--- src/rtl/hazard_forward_unit_pkg.sv ---
// Shared core definitions for the hazard/forwarding unit:
// forward-select encodings, register index width, shadow stage types.
package hazard_forward_unit_pkg;

    localparam int REG_W = 5;

    localparam logic [1:0] FWD_RF  = 2'b00;
    localparam logic [1:0] FWD_WB  = 2'b01;
    localparam logic [1:0] FWD_MEM = 2'b10;

    typedef struct packed {
        logic [REG_W-1:0] rd;
        logic             reg_write;
    } dest_t;

    localparam dest_t DEST_NONE = '0;

    // A stage only produces a forwardable value when it writes a real register
    function automatic logic dest_live(input dest_t d);
        return d.reg_write && (d.rd != '0);
    endfunction

endpackage

--- src/rtl/hazard_forward_unit_fwd_sel_calc.sv ---
// Operand forward-select function: picks the youngest live
// producer of a source register, never x0.
module fwd_sel_calc
    import hazard_forward_unit_pkg::*;
(
    input  logic [REG_W-1:0] rs,
    input  logic             rs_used,
    input  logic [REG_W-1:0] ex_rd,
    input  logic             ex_reg_write,
    input  logic [REG_W-1:0] mem_rd,
    input  logic             mem_reg_write,
    output logic [1:0]       sel
);

    logic ex_hit;
    logic mem_hit;

    assign ex_hit  = rs_used && ex_reg_write
                  && (ex_rd != '0) && (rs == ex_rd);
    assign mem_hit = rs_used && mem_reg_write
                  && (mem_rd != '0) && (rs == mem_rd);

    // Younger producer (EX, which becomes MEM) wins over the older one
    always_comb begin
        sel = FWD_RF;
        priority case (1'b1)
            ex_hit:  sel = FWD_MEM;
            mem_hit: sel = FWD_WB;
            default: sel = FWD_RF;
        endcase
    end

endmodule

--- src/rtl/hazard_forward_unit.sv ---
// Hazard detection and forwarding control with a shadow pipeline.
// Define HFU_PERF_CNT_EN to add stall/flush performance counters.
module hazard_forward_unit
    import hazard_forward_unit_pkg::*;
(
    input  logic       clk,
    input  logic       rst_n,
    input  logic [4:0] id_rs1,
    input  logic [4:0] id_rs2,
    input  logic       id_rs1_used,
    input  logic       id_rs2_used,
    input  logic [4:0] id_rd,
    input  logic       id_reg_write,
    input  logic       id_mem_read,
    input  logic       id_valid,
    input  logic       ex_branch_taken,
    output logic [1:0] fwd_a_sel,
    output logic [1:0] fwd_b_sel,
    output logic       stall_if,
    output logic       stall_id,
    output logic       flush_id,
    output logic       flush_ex
`ifdef HFU_PERF_CNT_EN
    ,
    output logic [31:0] stall_count,
    output logic [31:0] flush_count
`endif
);

    dest_t ex_q;
    logic  ex_mem_read;
    dest_t mem_q;
    dest_t wb_q;

    logic [1:0] sel_a;
    logic [1:0] sel_b;
    logic       rs1_on_ex;
    logic       rs2_on_ex;
    logic       load_use;
    logic       redirect;
    logic       stall;
    logic       bubble;

    // WB is tracked for completeness; the register file is write-through
    logic unused_wb;
    assign unused_wb = ^wb_q;

    fwd_sel_calc u_sel_a (
        .rs            (id_rs1),
        .rs_used       (id_rs1_used),
        .ex_rd         (ex_q.rd),
        .ex_reg_write  (ex_q.reg_write),
        .mem_rd        (mem_q.rd),
        .mem_reg_write (mem_q.reg_write),
        .sel           (sel_a)
    );

    fwd_sel_calc u_sel_b (
        .rs            (id_rs2),
        .rs_used       (id_rs2_used),
        .ex_rd         (ex_q.rd),
        .ex_reg_write  (ex_q.reg_write),
        .mem_rd        (mem_q.rd),
        .mem_reg_write (mem_q.reg_write),
        .sel           (sel_b)
    );

    assign rs1_on_ex = id_rs1_used && (id_rs1 == ex_q.rd);
    assign rs2_on_ex = id_rs2_used && (id_rs2 == ex_q.rd);

    assign load_use = id_valid && ex_mem_read
                   && dest_live(ex_q)
                   && (rs1_on_ex || rs2_on_ex);

    // Gated by reset so a redirect seen during reset flushes nothing
    assign redirect = ex_branch_taken && rst_n;
    assign stall    = load_use && !redirect;
    assign bubble   = !id_valid || load_use || redirect;

    assign stall_if = stall;
    assign stall_id = stall;
    assign flush_id = redirect;
    assign flush_ex = redirect || load_use;

    // Advance shadow stages; register selects as ID enters EX
    always_ff @(posedge clk or negedge rst_n) begin
        if (!rst_n) begin
            ex_q        <= DEST_NONE;
            ex_mem_read <= 1'b0;
            mem_q       <= DEST_NONE;
            wb_q        <= DEST_NONE;
            fwd_a_sel   <= FWD_RF;
            fwd_b_sel   <= FWD_RF;
        end else begin
            wb_q  <= mem_q;
            mem_q <= ex_q;
            if (bubble) begin
                ex_q        <= DEST_NONE;
                ex_mem_read <= 1'b0;
                fwd_a_sel   <= FWD_RF;
                fwd_b_sel   <= FWD_RF;
            end else begin
                ex_q.rd        <= id_rd;
                ex_q.reg_write <= id_reg_write;
                ex_mem_read    <= id_mem_read;
                fwd_a_sel      <= sel_a;
                fwd_b_sel      <= sel_b;
            end
        end
    end

`ifdef HFU_PERF_CNT_EN
    // Saturating event counters; a flush cycle is a redirect cycle
    always_ff @(posedge clk or negedge rst_n) begin
        if (!rst_n) begin
            stall_count <= '0;
            flush_count <= '0;
        end else begin
            if (stall && (stall_count != '1))
                stall_count <= stall_count + 32'd1;
            if (redirect && (flush_count != '1))
                flush_count <= flush_count + 32'd1;
        end
    end
`endif

endmodule
--- config.mk ---
export PLATFORM = sky130hd
export DESIGN_NAME = hazard_forward_unit
export DESIGN_NICKNAME = d
export VERILOG_FILES = /design/src/rtl/hazard_forward_unit_pkg.sv /design/src/rtl/hazard_forward_unit_fwd_sel_calc.sv /design/src/rtl/hazard_forward_unit.sv
export SDC_FILE = /design/constraint.sdc
export NUM_CORES = 1
export LEC_CHECK = 0
export ABC_CLOCK_PERIOD_IN_PS = 1770
export CAP_MARGIN = 20
export CORE_ASPECT_RATIO = 1.5
export CORE_MARGIN = 2
export CORE_UTILIZATION = 30
export CTS_CLUSTER_DIAMETER = 40
export CTS_CLUSTER_SIZE = 25
export DETAILED_ROUTE_END_ITERATION = 10
export SETUP_SLACK_MARGIN = 0.4
export SYNTH_ARGS = -nofsm -noshare
export SYNTH_HDL_FRONTEND = slang
export SYNTH_SLANG_ARGS = --single-unit
--- constraint.sdc ---
create_clock -name clk -period 1.77 [get_ports clk]
set_clock_uncertainty 0.05 [all_clocks]
set_input_delay 0.354 -clock clk [delete_from_list [all_inputs] [get_ports clk]]
set_output_delay 0.354 -clock clk [all_outputs]
set_load 0.005 [all_outputs]
==> results.toml, run 1 <==
[grt]
grt_first_pass_wirelength_mm = 3.88
overflow = 0
grt_usage_pct = 16.5
grt_pass1_vias = 905
antenna_found_initial = 0
grt_max_degree = 18

[sta]
maxSlewViolCount = 0
finalSetupViolCount = 13
worst_slew_pin_slew_ns = 0.380
max_freq_ghz = 0.464
rsz0062_at_grt = "yes"
fin_crit_sh_pct = 122
hold_violations = 0
min_period_ns = 2.16
fin_ws_ns = -0.387
max_slew_margin_pct = 74.4

[floorplanning]
die_area_um2 = 3290
die_w_um = 47.5
die_y_um = 69.2
rows = 23
coreArea_um2 = 2680
ioPinCount = 31
start_util_pct = 31.8

[synthesis]
synth.top_cells.by_area = "dfrtp_1, xor2_1, nand2_1, nor2_1, xnor2_1"
synth_seq_cells = 17
synth_cells = 84
seq_area_frac_synth_pct = 50.0
ys_types = 21
yosys.area.top_type_share_pct = 50.0
syn_avg_cell_area_um2 = 10.1
synth_top_area_cell = "dfrtp_1"
mappedNetlistArea_um2 = 851
syn-num-nets = 107
yosys_warnings = 0

[critical_path]
end_kind = "primary output"
critPathKind = "reg2out"
crit_fanout = 2
crit_arrival_ns = 1.75
cp.required_ns = 1.37
start_kind = "flop"

[power]
p_comb_share_pct = 21.7
p_int_w = 0.000676
swShare_pct = 25.9
seq_power_share_pct = 46.1
clock_power_share_pct = 32.2
power_density_nw_per_um2 = 591
peakVddDrop_v = 0.000621
power_leakage_nw = 0.749
p_total_w = 0.000912
power.switching_w = 0.000236

[worst_hold_path]
hp-class = "in2async"

[place]
io_buffers = 30
dp_hpwl_mm = 1.79
place_congestion = 0.766
placed_cells = 169

[finish]
final_nets = 170
multi_input_area_um2 = 487
final_cell_count_no_fill = 183
antennaDiodeCount = 0
seq_area_um2 = 425
syn_to_final_growth_pct = 81.5
fin_util_pct = 57.7
fillers = 240
mostFrequentLayoutCells = "buf_4, dfrtp_1, xor2_1, dlygate4sd2_1, clkdlybuf4s50_1"
mostFrequentLayoutCell = "buf_4"
drive_above_1_share_pct = 41.8

[routing]
first_pass_iters = 3
wl_per_cell_um = 13.1
drc = 0
drt_iter0_markers = 9
drt-total-wl_mm = 2.40
via_per_inst = 4.48
vias = 820
ant_nets = 0

[outcome]
status = "finished with violations"
violations = "negative setup slack"

[flow_run]
max_cap_viol_count = 0

[clock_tree]
path_clk_slew_ns = 0.07
cts_made_buffers = 3
cts_tree = "done"
cts.sinks = 17
clock_tree.buffer_depth = 2
h-tree-depth = 1
clock_latency_ns = 0.25
clockRootBuffer = "clkbuf_8"
path summary, 6_finish.rpt:
| kind | startpoint | endpoint | slack (ns) | cells past startpoint |
|---|---|---|---|---|
| worst min register to register | ex_mem_read | fwd_a_sel[1] | 0.40 | 1 |
| worst min-delay path | rst_n | mem_q[1] | 0.14 | 2 |
| min in group clk | ex_mem_read | fwd_a_sel[1] | 0.40 | 1 |
| worst max register to register | ex_q[2] | fwd_b_sel[0] | -0.09 | 10 |
| worst max-delay path | ex_q[2] | stall_if | -0.39 | 7 |
| max in group asynchronous | rst_n | fwd_a_sel[0] | 1.34 | 2 |
cells by family (layout without fill, tap and decap cells):
group,Yosys count,count (layout),synth area share (%)
AOI/OAI and AO/OA,2,2,1.91
xor gates and xnor gates,20,20,20.6
buffers and inverters,4,66,3.09
DFF,17,17,50.0
and+or+nand+nor,41,41,24.4
flip-flops by register name, indices dropped and copies added (netlist names):
signal       count
ex_q             6
mem_q            6
fwd_a_sel        2
fwd_b_sel        2
ex_mem_read      1
routing by layer:
| metal | part of all wire [%] | vias to the layer above | track usage, % |
|---|---|---|---|
| met2 | 59 | 17 | 30.6 |
| li1 | - | 402 | - |
| met4 | 2.1 | 0 | 6.79 |
| met5 | 0 | - | 0 |
| met3 | 2.9 | 6 | 2.60 |
| met1 | 36 | 395 | 16.3 |
cell usage after synthesis (all sizes together):
library cell and instances:
dfrtp 17, xor2 16, nand2 11, nor2 11, nor4 5, nand4 4, xnor2 4, nor3 3
and2 2, buf 2, nand3 2, a21oi 1, and3 1, clkbuf 1, inv 1, o211ai 1
or2 1, or4 1
critical path, cell delays in order, from the launching register on:
cell     delay, ns
dfrtp_1       0.41
xor2_1        0.19
nor4_2        0.27
nand3_2       0.13
a21oi_2       0.17
and2_4        0.16
buf_6         0.09
buf_6         0.08
metrics by stage:
stage | hold slack [ns] | setup WS [ns] | cell area (um2) | setup TNS [ns]
3_3_place_gp | 0.363 | -0.872 | 1340 | -5.27
2_1_floorplan | 0.00841 | -0.128 | 857 | -0.172
4_1_cts | 0.155 | -0.437 | 1460 | -1.24
3_5_place_dp | 0.378 | -0.900 | 1340 | -5.39
6_report | 0.138 | -0.387 | 1540 | -1.47
5_1_grt | 0.142 | -0.486 | 1540 | -2.74
power by group through the flow:
stage                     clock (W)  combinational (W)  sequential (W)
after floorplan                   0          0.0000607        0.000424
after global placement            0           0.000175        0.000426
after detailed placement          0           0.000178        0.000427
after CTS                  0.000294           0.000186        0.000420
after global routing       0.000310           0.000215        0.000422
final                      0.000294           0.000198        0.000420
cell type report:
type / instances / share of cell area (%)
clock inverters: 1 / 0.324
flip-flops and latches: 17 / 27.6
inverters: 1 / 0.243
clock buffers: 3 / 2.67
multi-input cells: 63 / 31.5
repair buffers: 61 / 34.7
well taps: 37 / 3.00
timing repair:
item,in CTS,in global routing
resized for setup,47,17
pin swaps,11,16
setup endpoints to repair,19,14
hold buffers,0,0
setup buffers,7,2
cloned,1,0
Power figures use the tool's default switching activity.
==> run 2: changes to the inputs <==
Settings changed: CAP_MARGIN 20 to unset.
==> results of run 2 <==
The final DEF is identical to that of run 1; final timing and power are the same.
